### config.mk
export PLATFORM = sky130hd
export DESIGN_NAME = bw_sys_evt_sched
export DESIGN_NICKNAME = d
export VERILOG_FILES = /design/src/rtl/bw_sys_evt_sched.sv
export SDC_FILE = /design/constraint.sdc
export NUM_CORES = 1
export LEC_CHECK = 0
export CAP_MARGIN = 10
export CELL_PAD_IN_SITES_DETAIL_PLACEMENT = 2
export CELL_PAD_IN_SITES_GLOBAL_PLACEMENT = 2
export CORE_MARGIN = 3
export CORE_UTILIZATION = 27
export CTS_CLUSTER_SIZE = 14
export DETAILED_ROUTE_END_ITERATION = 12
export PLACE_DENSITY = 0.86
export SYNTH_ARGS = -nofsm -noshare
export SYNTH_HDL_FRONTEND = slang
export SYNTH_SLANG_ARGS = --single-unit
### constraint.sdc
create_clock -name jbus_gclk -period 2.25 [get_ports jbus_gclk]
set_clock_uncertainty 0.1 [all_clocks]
set_input_delay 0.675 -clock jbus_gclk [delete_from_list [all_inputs] [get_ports jbus_gclk]]
set_output_delay 0.675 -clock jbus_gclk [all_outputs]
set_load 0.05 [all_outputs]
### src/rtl/bw_sys_evt_sched.sv
// Round-robin scheduler driving one shared system pin at a time: assert, hold, release, quiet gap.
// Optional macro BW_SYS_WRST_PREEMPT_EN lets a warm-reset request cut short any non-warm event.
module bw_sys_evt_sched #(
  parameter int NREQ     = 4,
  parameter int LEN_W    = 8,
  parameter int WRST_CYC = 16,
  parameter int GAP_CYC  = 4
) (
  input  logic                    jbus_gclk,
  input  logic                    j_rst_l,
  input  logic [NREQ-1:0]         req,
  input  logic [2*NREQ-1:0]       req_evt,
  input  logic [LEN_W*NREQ-1:0]   req_len,
  output logic [NREQ-1:0]         gnt,
  output logic [NREQ-1:0]         done,
  output logic                    busy,
  output logic                    warm_rst_l,
  output logic                    ext_int_l,
  output logic                    temp_trig,
  output logic                    clk_stretch
);

  localparam int PW = (NREQ > 1) ? $clog2(NREQ) : 1;
  localparam int WW = $clog2(WRST_CYC + 1);
  localparam int CW = (LEN_W > WW) ? LEN_W : WW;
  localparam int GW = (GAP_CYC > 1) ? $clog2(GAP_CYC) : 1;

  typedef enum logic [1:0] {IDLE, ACT, GAP} state_t;

  state_t          state_reg;
  logic [PW-1:0]   ptr_reg;
  logic [PW-1:0]   own_reg;
  logic [CW-1:0]   cnt_reg;
  logic [GW-1:0]   gap_reg;
  logic [3:0]      pin_reg;     // one bit per event code, active-high
  logic [NREQ-1:0] gnt_reg;
  logic [NREQ-1:0] done_reg;

  logic [PW:0]     rr_sel;
  logic            grant_en;
  logic [PW-1:0]   grant_idx;
  logic [PW-1:0]   ptr_next;
  logic [1:0]      grant_evt;
  logic [LEN_W-1:0] grant_len;
  logic [CW-1:0]   grant_cnt;

  // {hit, index} of the first set bit at or after p, wrapping
  function automatic logic [PW:0] rr_pick(input logic [NREQ-1:0] m, input logic [PW-1:0] p);
    logic [PW:0] r;
    int          j;
    r = '0;
    for (int k = NREQ - 1; k >= 0; k--) begin
      j = (int'(p) + k) % NREQ;
      if (m[j]) r = {1'b1, PW'(j)};
    end
    return r;
  endfunction

`ifdef BW_SYS_WRST_PREEMPT_EN
  logic [NREQ-1:0] warm_req;
  logic [PW:0]     wm_sel;

  generate
    for (genvar gi = 0; gi < NREQ; gi++) begin : g_warm
      assign warm_req[gi] = req[gi] && (req_evt[2*gi +: 2] == 2'd0) && (own_reg != PW'(gi));
    end
  endgenerate

  assign wm_sel = rr_pick(warm_req, ptr_reg);
`endif

  always_comb begin
    rr_sel    = rr_pick(req, ptr_reg);
    grant_en  = 1'b0;
    grant_idx = rr_sel[PW-1:0];
    case (state_reg)
      IDLE: grant_en = rr_sel[PW];
      GAP:  grant_en = rr_sel[PW] && (gap_reg == '0);
      ACT: begin
`ifdef BW_SYS_WRST_PREEMPT_EN
        if (!pin_reg[0] && wm_sel[PW]) begin
          grant_en  = 1'b1;
          grant_idx = wm_sel[PW-1:0];
        end
`endif
      end
      default: ;
    endcase
    grant_evt = req_evt[2*grant_idx +: 2];
    grant_len = req_len[LEN_W*grant_idx +: LEN_W];
    if (grant_evt == 2'd0)
      grant_cnt = CW'(WRST_CYC);
    else if (grant_len == '0)
      grant_cnt = CW'(1);
    else
      grant_cnt = CW'(grant_len);
    ptr_next = (grant_idx == PW'(NREQ - 1)) ? '0 : grant_idx + 1'b1;
  end

  always_ff @(posedge jbus_gclk or posedge j_rst_l) begin
    if (j_rst_l) begin
      state_reg <= IDLE;
      ptr_reg   <= '0;
      own_reg   <= '0;
      cnt_reg   <= '0;
      gap_reg   <= '0;
      pin_reg   <= '0;
      gnt_reg   <= '0;
      done_reg  <= '0;
    end else begin
      gnt_reg  <= '0;
      done_reg <= '0;
      if (grant_en) begin
        // a grant while ACT is a preemption: close out the running event now
        if (state_reg == ACT) done_reg[own_reg] <= 1'b1;
        state_reg          <= ACT;
        gnt_reg[grant_idx] <= 1'b1;
        own_reg            <= grant_idx;
        cnt_reg            <= grant_cnt;
        ptr_reg            <= ptr_next;
        pin_reg            <= 4'b0001 << grant_evt;
      end else begin
        case (state_reg)
          ACT: begin
            if (cnt_reg <= CW'(1)) begin
              state_reg         <= GAP;
              pin_reg           <= '0;
              done_reg[own_reg] <= 1'b1;
              gap_reg           <= GW'(GAP_CYC - 1);
            end else begin
              cnt_reg <= cnt_reg - 1'b1;
            end
          end
          GAP: begin
            if (gap_reg == '0) state_reg <= IDLE;
            else               gap_reg   <= gap_reg - 1'b1;
          end
          default: ;
        endcase
      end
    end
  end

  assign gnt         = gnt_reg;
  assign done        = done_reg;
  assign busy        = (state_reg != IDLE);
  assign warm_rst_l  = ~pin_reg[0];
  assign ext_int_l   = ~pin_reg[1];
  assign temp_trig   = pin_reg[2];
  assign clk_stretch = pin_reg[3];

endmodule

==> results_tabular.tex, run 1 <==
\begin{tabular}{lr}
\hline
Metric & Value \\
\hline
\multicolumn{2}{l}{\textbf{Outcome}} \\
Result of the run & complete, but fails checks \\
Violated checks & negative setup slack \\
\multicolumn{2}{l}{\textbf{Min path}} \\
Hold path depth & 1 \\
Min-delay src & own\_reg[1] \\
Class of the worst hold path & reg -> reg \\
\multicolumn{2}{l}{\textbf{Worst setup path}} \\
Worst-path cell with the longest stage delay & or3\_1 \\
Worst-case register-to-register setup slack & -330 ps \\
Sort of element at the end of the critical path & register \\
Worst setup path startpoint & req[2] \\
Data required time at the worst endpoint & 2370 ps \\
Highest cell delay on the worst timing path & 430 ps \\
Worst path cell trace & buf\_8 > nor2b\_4 > a21oi\_2 > o221a\_4 > buf\_12 > mux2i\_1 > mux2\_4 > nand4\_1 > or3\_1 > a22oi\_2 \\
Startpoint type of the worst setup path & input pin \\
Start of the worst register-to-register path & ptr\_reg[0] \\
Number of cells on the worst reg-to-reg path & 9 \\
Worst setup path category & in -> reg \\
Dominant delay contributor by cell family on the critical path & simple AND/OR/NAND/NOR gates \\
Arrival time of the worst setup path & 2730 ps \\
Worst Path Max Fanout & 6 \\
Buf+Inv Stages, Crit Path & 2 \\
Count of cell instances traversed by the critical path & 10 \\
\multicolumn{2}{l}{\textbf{Timing}} \\
Final slew viol count & 0 \\
Highest achievable clock rate & 0.382 GHz \\
Fin worst setup slack & -365 ps \\
Setup violations, final & 12 \\
RSZ-0062 raised after global routing & yes \\
Final hold violations & 0 \\
Least-Margin Pin Slew & 733 ps \\
Final period util & 116\% \\
Worst relative slew slack & between 50 and 60\% \\
Min Clock Period, post-route & 2610 ps \\
\multicolumn{2}{l}{\textbf{Placed design}} \\
Cell Area, Placed & between 0.002 and 0.003 mm² \\
\# port buffers & just under 60 \\
Placement Setup Slack & -861 ps \\
Placer Congestion & 0.760 \\
Detailed placement HPWL & 4.97 mm \\
\multicolumn{2}{l}{\textbf{Logic synthesis}} \\
Ys flop type & dfrtp\_1 \\
Gate count after technology mapping & 204 \\
Sequential cell area fraction in the yosys report & 37.5\% \\
Synthesized flop and latch total & 28 \\
Largest cells by area after synthesis & dfrtp\_1 37\%, mux2i\_1 9.6\%, mux2\_2 5.4\% \\
Fraction of synthesized cell area taken by the top area cell type & 37.5\% \\
Post-synthesis cell area & 0.00187 mm² \\
Number of distinct standard cells referenced by the synthesized netlist & 43 \\
Largest area contributor in the netlist & dfrtp\_1 \\
Post-synth net total & 257 \\
Syn avg cell area & between 9 and 10 µm² \\
YS warnings & 0 \\
Number of enable flip-flop cells after synthesis & 0 \\
Fraction of registers with async set/reset & 100\% \\
\multicolumn{2}{l}{\textbf{Floorplanning}} \\
Width of the die & between 80 and 90 µm \\
Number of cell rows & 29 \\
Die footprint & 0.00796 mm² \\
Vert. Die Dim & 89.2 µm \\
Starting Density & 28.6\% \\
Number of I/O pins & 59 \\
Core area & 0.00653 mm² \\
\multicolumn{2}{l}{\textbf{Detailed routing}} \\
Drt first-iter violations & 128 \\
WL per Instance & 25.9 µm \\
Vias per inst & 5.52 \\
Via count of the routed design & 2093 \\
DR DRC count & 0 \\
Number of nets still failing antenna checks after routing & 0 \\
Wire length after detailed routing & 9.83 mm \\
Detailed-router iteration count before antenna repair & 4 \\
\multicolumn{2}{l}{\textbf{Power}} \\
Total power & 4.41 mW \\
Maximum vdd drop & 584 µV \\
Leakage power & 1.49 nW \\
Areal power density over the cells & 1350 mW/mm² \\
\multicolumn{2}{l}{\textbf{Finish}} \\
Design area & approximately 0.0033 mm² \\
Fraction of layout cells with a size suffix above 1 & between 30 and 40\% \\
Filler cell count & 651 \\
Area growth, synth to finish & 74.2\% \\
Commonest non-fill, non-tap cells in the layout & 41 x clkdlybuf4s50\_1, 41 x buf\_4, 27 x dfrtp\_1, 18 x nand2\_1, 15 x nor2\_1 \\
Max reg flops & 8 \\
Final net count & 356 \\
Final antenna diode count & 0 \\
\multicolumn{2}{l}{\textbf{GRT}} \\
Pin count of the biggest net entering global routing & 29 \\
Antenna violations before repair & 0 \\
Aggregate global routing overflow & 0 \\
Combined global-route utilization of all metal layers & 21.6\% \\
Wire length of the first global-routing pass & 13.0 mm \\
Number of global-route vias before repair & 2386 \\
\multicolumn{2}{l}{\textbf{Clocking}} \\
Buffer depth of the longest clock path & 2 \\
Clock tree from TritonCTS & done \\
TritonCTS sink count & 28 \\
Clock slew at the register clock pins of the worst setup and hold paths & 120 ps \\
Clock latency on the worst-skew pair & 290 ps \\
Number of buffers created by CTS & 3 \\
CTS Root Cell & clkbuf\_8 \\
Depth of the CTS H-tree & 1 \\
\multicolumn{2}{l}{\textbf{Run}} \\
Number of max-cap violations & 0 \\
\hline
\end{tabular}
## metrics by stage
step | hold slack (ps) | cells | utilization (%) | setup TNS [ps]
2_1_floorplan | 348 | 204 | - | -407
3_3_place_gp | 375 | 358 | 41.4 | -13140
3_5_place_dp | 392 | 358 | 41.4 | -14270
4_1_cts | 406 | 376 | 46.6 | -357
5_1_grt | 439 | 379 | 49.9 | -2530
6_report | 400 | 379 | 49.9 | -1690
## area by class of cell
type	count	area [µm²]	area share (%)
Multi-Input combinational cell	157	1310	40.1
Timing Repair Buffer	101	1030	31.7
Tap cell	77	96.3	2.96
Inverter	12	47.5	1.46
Clock buffer	3	41.3	1.27
Clock inverter	1	30.0	0.922
Sequential cell	28	702	21.5
## kinds of logic (layout without fill, tap and decap cells)
group	after synthesis	in the layout	synth area share [%]
buf+inv	20	117	6.69
flops	28	28	37.5
fa+ha+maj	7	7	4.68
mux	27	27	15.1
simple gates	71	72	19.3
compound gates	51	51	16.9
## power by group
part | switching, mW | internal, mW | leakage, nW
logic | 1.62 | 1.42 | 1.11
clock network | 0.178 | 0.239 | 0.0357
registers | 0.266 | 0.687 | 0.346
## what timing repair did
action / in CTS / in global routing
buffers inserted: 11 / 3
pin swaps: 11 / 12
cloned: 4 / 0
setup endpoints to repair: 22 / 14
gates resized for setup: 42 / 44
hold buffers: 0 / 0
## path summary, 6_finish.rpt
kind,to
min in group asynchronous,done[2]
max in group asynchronous,cnt_reg[2]
max reg2reg,cnt_reg[0]
min,done[1]
min reg2reg,done[1]
max,cnt_reg[0]
## cell usage after synthesis (2+ instances only)
| cell type | n |
|---|---|
| dfrtp_1 | 28 |
| nand2_1 | 20 |
| mux2i_1 | 18 |
| a21oi_1 | 17 |
| nor2_1 | 15 |
| inv_1 | 11 |
| o21ai_0 | 11 |
| mux2_2 | 9 |
| ha_1 | 7 |
| o21ai_1 | 7 |
| nand3_1 | 6 |
| nor3_1 | 6 |
| and2_1 | 5 |
| clkbuf_1 | 4 |
| a211oi_1 | 3 |
| and3_1 | 2 |
| buf_12 | 2 |
| nand2_2 | 2 |
| nand2b_1 | 2 |
| nor2b_1 | 2 |
| nor3b_1 | 2 |
| nor4_1 | 2 |
| o211ai_1 | 2 |
| o221a_2 | 2 |
## metal layers
| layer | GRT usage [%] | part of all wire (%) |
|---|---|---|
| met4 | 9.07 | 3.1 |
| met1 | 24.3 | 37 |
| met3 | 3.69 | 5.2 |
| met5 | 0 | 0 |
| met2 | 39.9 | 54 |
No activity file was read; power rests on OpenSTA's default activity.
==> run 2: changes to the inputs <==
--- a/config.mk
+++ b/config.mk
@@ -5,13 +5,14 @@
 export SDC_FILE = /design/constraint.sdc
 export NUM_CORES = 1
 export LEC_CHECK = 0
-export CAP_MARGIN = 10
+export CAP_MARGIN = 20
 export CELL_PAD_IN_SITES_DETAIL_PLACEMENT = 2
 export CELL_PAD_IN_SITES_GLOBAL_PLACEMENT = 2
 export CORE_MARGIN = 3
-export CORE_UTILIZATION = 27
+export CORE_UTILIZATION = 37
 export CTS_CLUSTER_SIZE = 14
 export DETAILED_ROUTE_END_ITERATION = 12
+export DONT_BUFFER_PORTS = 1
 export PLACE_DENSITY = 0.86
 export SYNTH_ARGS = -nofsm -noshare
 export SYNTH_HDL_FRONTEND = slang
==> run 2 against run 1 <==
Compared with the run above:
- the run still ends with negative setup slack left
- sequential share of layout area grew 8.3 points
- first-iteration DRC count shrank 16%
- count of clock-buffer cells in the layout stayed put
- worst setup slack better by 96 ps
- core utilization decreased by 1.1 points
- flip-flop and latch count is the same
- hold slack got worse by 190 ps
- final area decreased by 28%
- wire length down 20%
- global-route usage rose by 2.1 points
- final cell count is 22% lower
==> results_tabular.tex, run 2 (synthesis results as in run 1) <==
\begin{tabular}{lr}
\hline
Metric & Value \\
\hline
\multicolumn{2}{l}{\textbf{Finish}} \\
Area growth, synth to finish & 25.8\% \\
Final antenna diode count & 0 \\
Max reg flops & 8 \\
Final net count & 284 \\
Filler cell count & 515 \\
Commonest non-fill, non-tap cells in the layout & 26 x dfrtp\_1, 26 x buf\_4, 19 x nand2\_1, 16 x a21oi\_1, 15 x nor2\_1 \\
Finished Core Util & 48.8\% \\
Fraction of layout cells with a size suffix above 1 & between 30\% and 40\% \\
\multicolumn{2}{l}{\textbf{GRT}} \\
Antenna violations before repair & 0 \\
Wire length of the first global-routing pass & 10.9 mm \\
Aggregate global routing overflow & 0 \\
Combined global-route utilization of all metal layers & a little under a quarter \\
Met1 track utilization from global routing & 28.1\% \\
Fraction of met3 tracks used by global routing & 3.99\% \\
Busiest layer in global routing & met2 \\
Pin count of the biggest net entering global routing & 18 \\
Number of global-route vias before repair & 1965 \\
Global Route met2 Usage & 42.1\% \\
\multicolumn{2}{l}{\textbf{Detailed routing}} \\
Number of nets still failing antenna checks after routing & 0 \\
Detailed-router iteration count before antenna repair & 4 \\
Via count of the routed design & approximately 1800 \\
Vias per inst & between 5 and 6 \\
WL per Instance & about 27 µm \\
Drt first-iter violations & 108 \\
DR DRC count & 0 \\
Wire length after detailed routing & 7.91 mm \\
\multicolumn{2}{l}{\textbf{Floorplanning}} \\
Number of I/O pins & 59 \\
Number of cell rows & 25 \\
Starting Density & around two fifths \\
Die footprint & 0.00594 mm² \\
Core area & 0.00482 mm² \\
Width of the die & 77.1 µm \\
Vert. Die Dim & 77.1 µm \\
\multicolumn{2}{l}{\textbf{Clocking}} \\
Clock latency on the worst-skew pair & 290 ps \\
Depth of the CTS H-tree & 1 \\
Clock slew at the register clock pins of the worst setup and hold paths & 100 ps \\
Clock tree from TritonCTS & done \\
CTS Root Cell & clkbuf\_8 \\
Number of buffers added to fix hold violations after cts & 0 \\
TritonCTS sink count & 28 \\
Number of buffers created by CTS & 3 \\
Buffer depth of the longest clock path & 2 \\
\multicolumn{2}{l}{\textbf{Power}} \\
Reported net switching power & roughly 1.8 mW \\
Portion of total power attributed to the clock network & 11.2\% \\
Areal power density over the cells & 1580 mW/mm² \\
Internal power & approximately 1.9 mW \\
Switching part of the total & 48.6\% \\
Power share of the sequential group & 27.9\% \\
Share of total power in combinational logic & 60.9\% \\
Leakage power & 1.10 nW \\
Maximum vdd drop & roughly 630 µV \\
\multicolumn{2}{l}{\textbf{Timing}} \\
Least-Margin Pin Slew & 681 ps \\
Fin worst setup slack & -268 ps \\
Highest achievable clock rate & between 0.3 and 0.4 GHz \\
RSZ-0062 raised after global routing & yes \\
Worst hold slack after final layout & 205 ps \\
Min Clock Period, post-route & 2520 ps \\
Final period util & 112\% \\
Final hold violations & 0 \\
Worst relative slew slack & roughly 54\% \\
Final slew viol count & 0 \\
Setup violations, final & 5 \\
\multicolumn{2}{l}{\textbf{Worst setup path}} \\
Data required time at the worst endpoint & 2320 ps \\
Startpoint type of the worst setup path & register \\
Worst Path Max Fanout & 4 \\
Worst setup path category & reg -> reg \\
Arrival time of the worst setup path & 2590 ps \\
Worst setup path startpoint & cnt\_reg[1] \\
Start of the worst register-to-register path & cnt\_reg[1] \\
Sort of element at the end of the critical path & register \\
\multicolumn{2}{l}{\textbf{Min path}} \\
Class of the worst hold path & in -> async \\
\multicolumn{2}{l}{\textbf{Placed design}} \\
\# port buffers & 0 \\
Placer Congestion & $\sim$0.78 \\
Detailed placement HPWL & 4.60 mm \\
\multicolumn{2}{l}{\textbf{Outcome}} \\
Violated checks & negative setup slack \\
Result of the run & complete, but fails checks \\
\multicolumn{2}{l}{\textbf{Run}} \\
Number of max-cap violations & 0 \\
\hline
\end{tabular}
run 2: changes by cell type in the layout (fill, tap and decap cells not counted), sizes merged:
cell	previous run	this run
clkdlybuf4s50	41	0
buf	59	29
clkbuf	3	4
dlymetal6s2s	1	0
nor2	17	16
run 2: final timing paths:
path | to | slack [ps] | cells after the start
worst max-delay path | cnt_reg[0] | -270 | 9
worst min-delay path | done[1] | 210 | 1
worst max register to register | cnt_reg[0] | -270 | 9
worst min register to register | done[1] | 410 | 1
max in group asynchronous | cnt_reg[0] | 1340 | 2
min in group jbus_gclk | done[1] | 410 | 1
run 2: cell type report:
cell class / count / area [µm²] / area share (%)
Multi-Input combinational cell: 156 / 1160 / 49.4
Sequential cell: 28 / 703 / 29.9
Clock buffer: 3 / 41.3 / 1.76
Timing Repair Buffer: 30 / 288 / 12.2
Tap cell: 67 / 83.8 / 3.56
Inverter: 12 / 45.0 / 1.91
Clock inverter: 1 / 30.0 / 1.28
run 2: power by group through the flow:
stage	Combinational [mW]	Sequential, mW	Clock (mW)
floorplan	1.31	0.907	0
global placement	1.70	0.973	0
detailed placement	1.83	0.991	0
CTS	2.00	1.00	0.411
global route	2.42	1.07	0.435
finish	2.27	1.04	0.416
run 2: stage by stage:
step / instance area (µm²) / total power [mW] / cells / setup WS, ps / TNS [ps]
after detailed placement: 2120 / 2.82 / 288 / -380 / -2380
after global routing: 2350 / 3.93 / 297 / -341 / -1280
after floorplan: 1910 / 2.21 / 204 / -135 / -407
after CTS: 2250 / 3.42 / 294 / -61.6 / -61.6
final: 2350 / 3.73 / 297 / -268 / -470
after global placement: 2120 / 2.67 / 288 / -194 / -972
run 2: critical path: stages (launching register included):
cell	delay, ps
dfrtp_1	410
inv_1	110
ha_1	220
o211ai_1	290
a21oi_2	120
a21oi_1	300
buf_4	200
o21ai_0	140
a211oi_1	360
a22oi_2	140
run 2: timing repair:
action | 4_1_cts | 5_1_grt
setup buffers | 1 | 2
gates cloned | 1 | 1
resized for setup | 7 | 14
pin swaps | 1 | 1
setup endpoints to repair | 7 | 9
hold endpoints to repair | 0 | 0
run 2: per-layer routing:
| metal | vias up | routed length, µm |
|---|---|---|
| met5 | - | 0 |
| met4 | 0 | 363 |
| met3 | 24 | 315 |
| met2 | 83 | 4130 |
| met1 | 887 | 3100 |
| li1 | 773 | - |
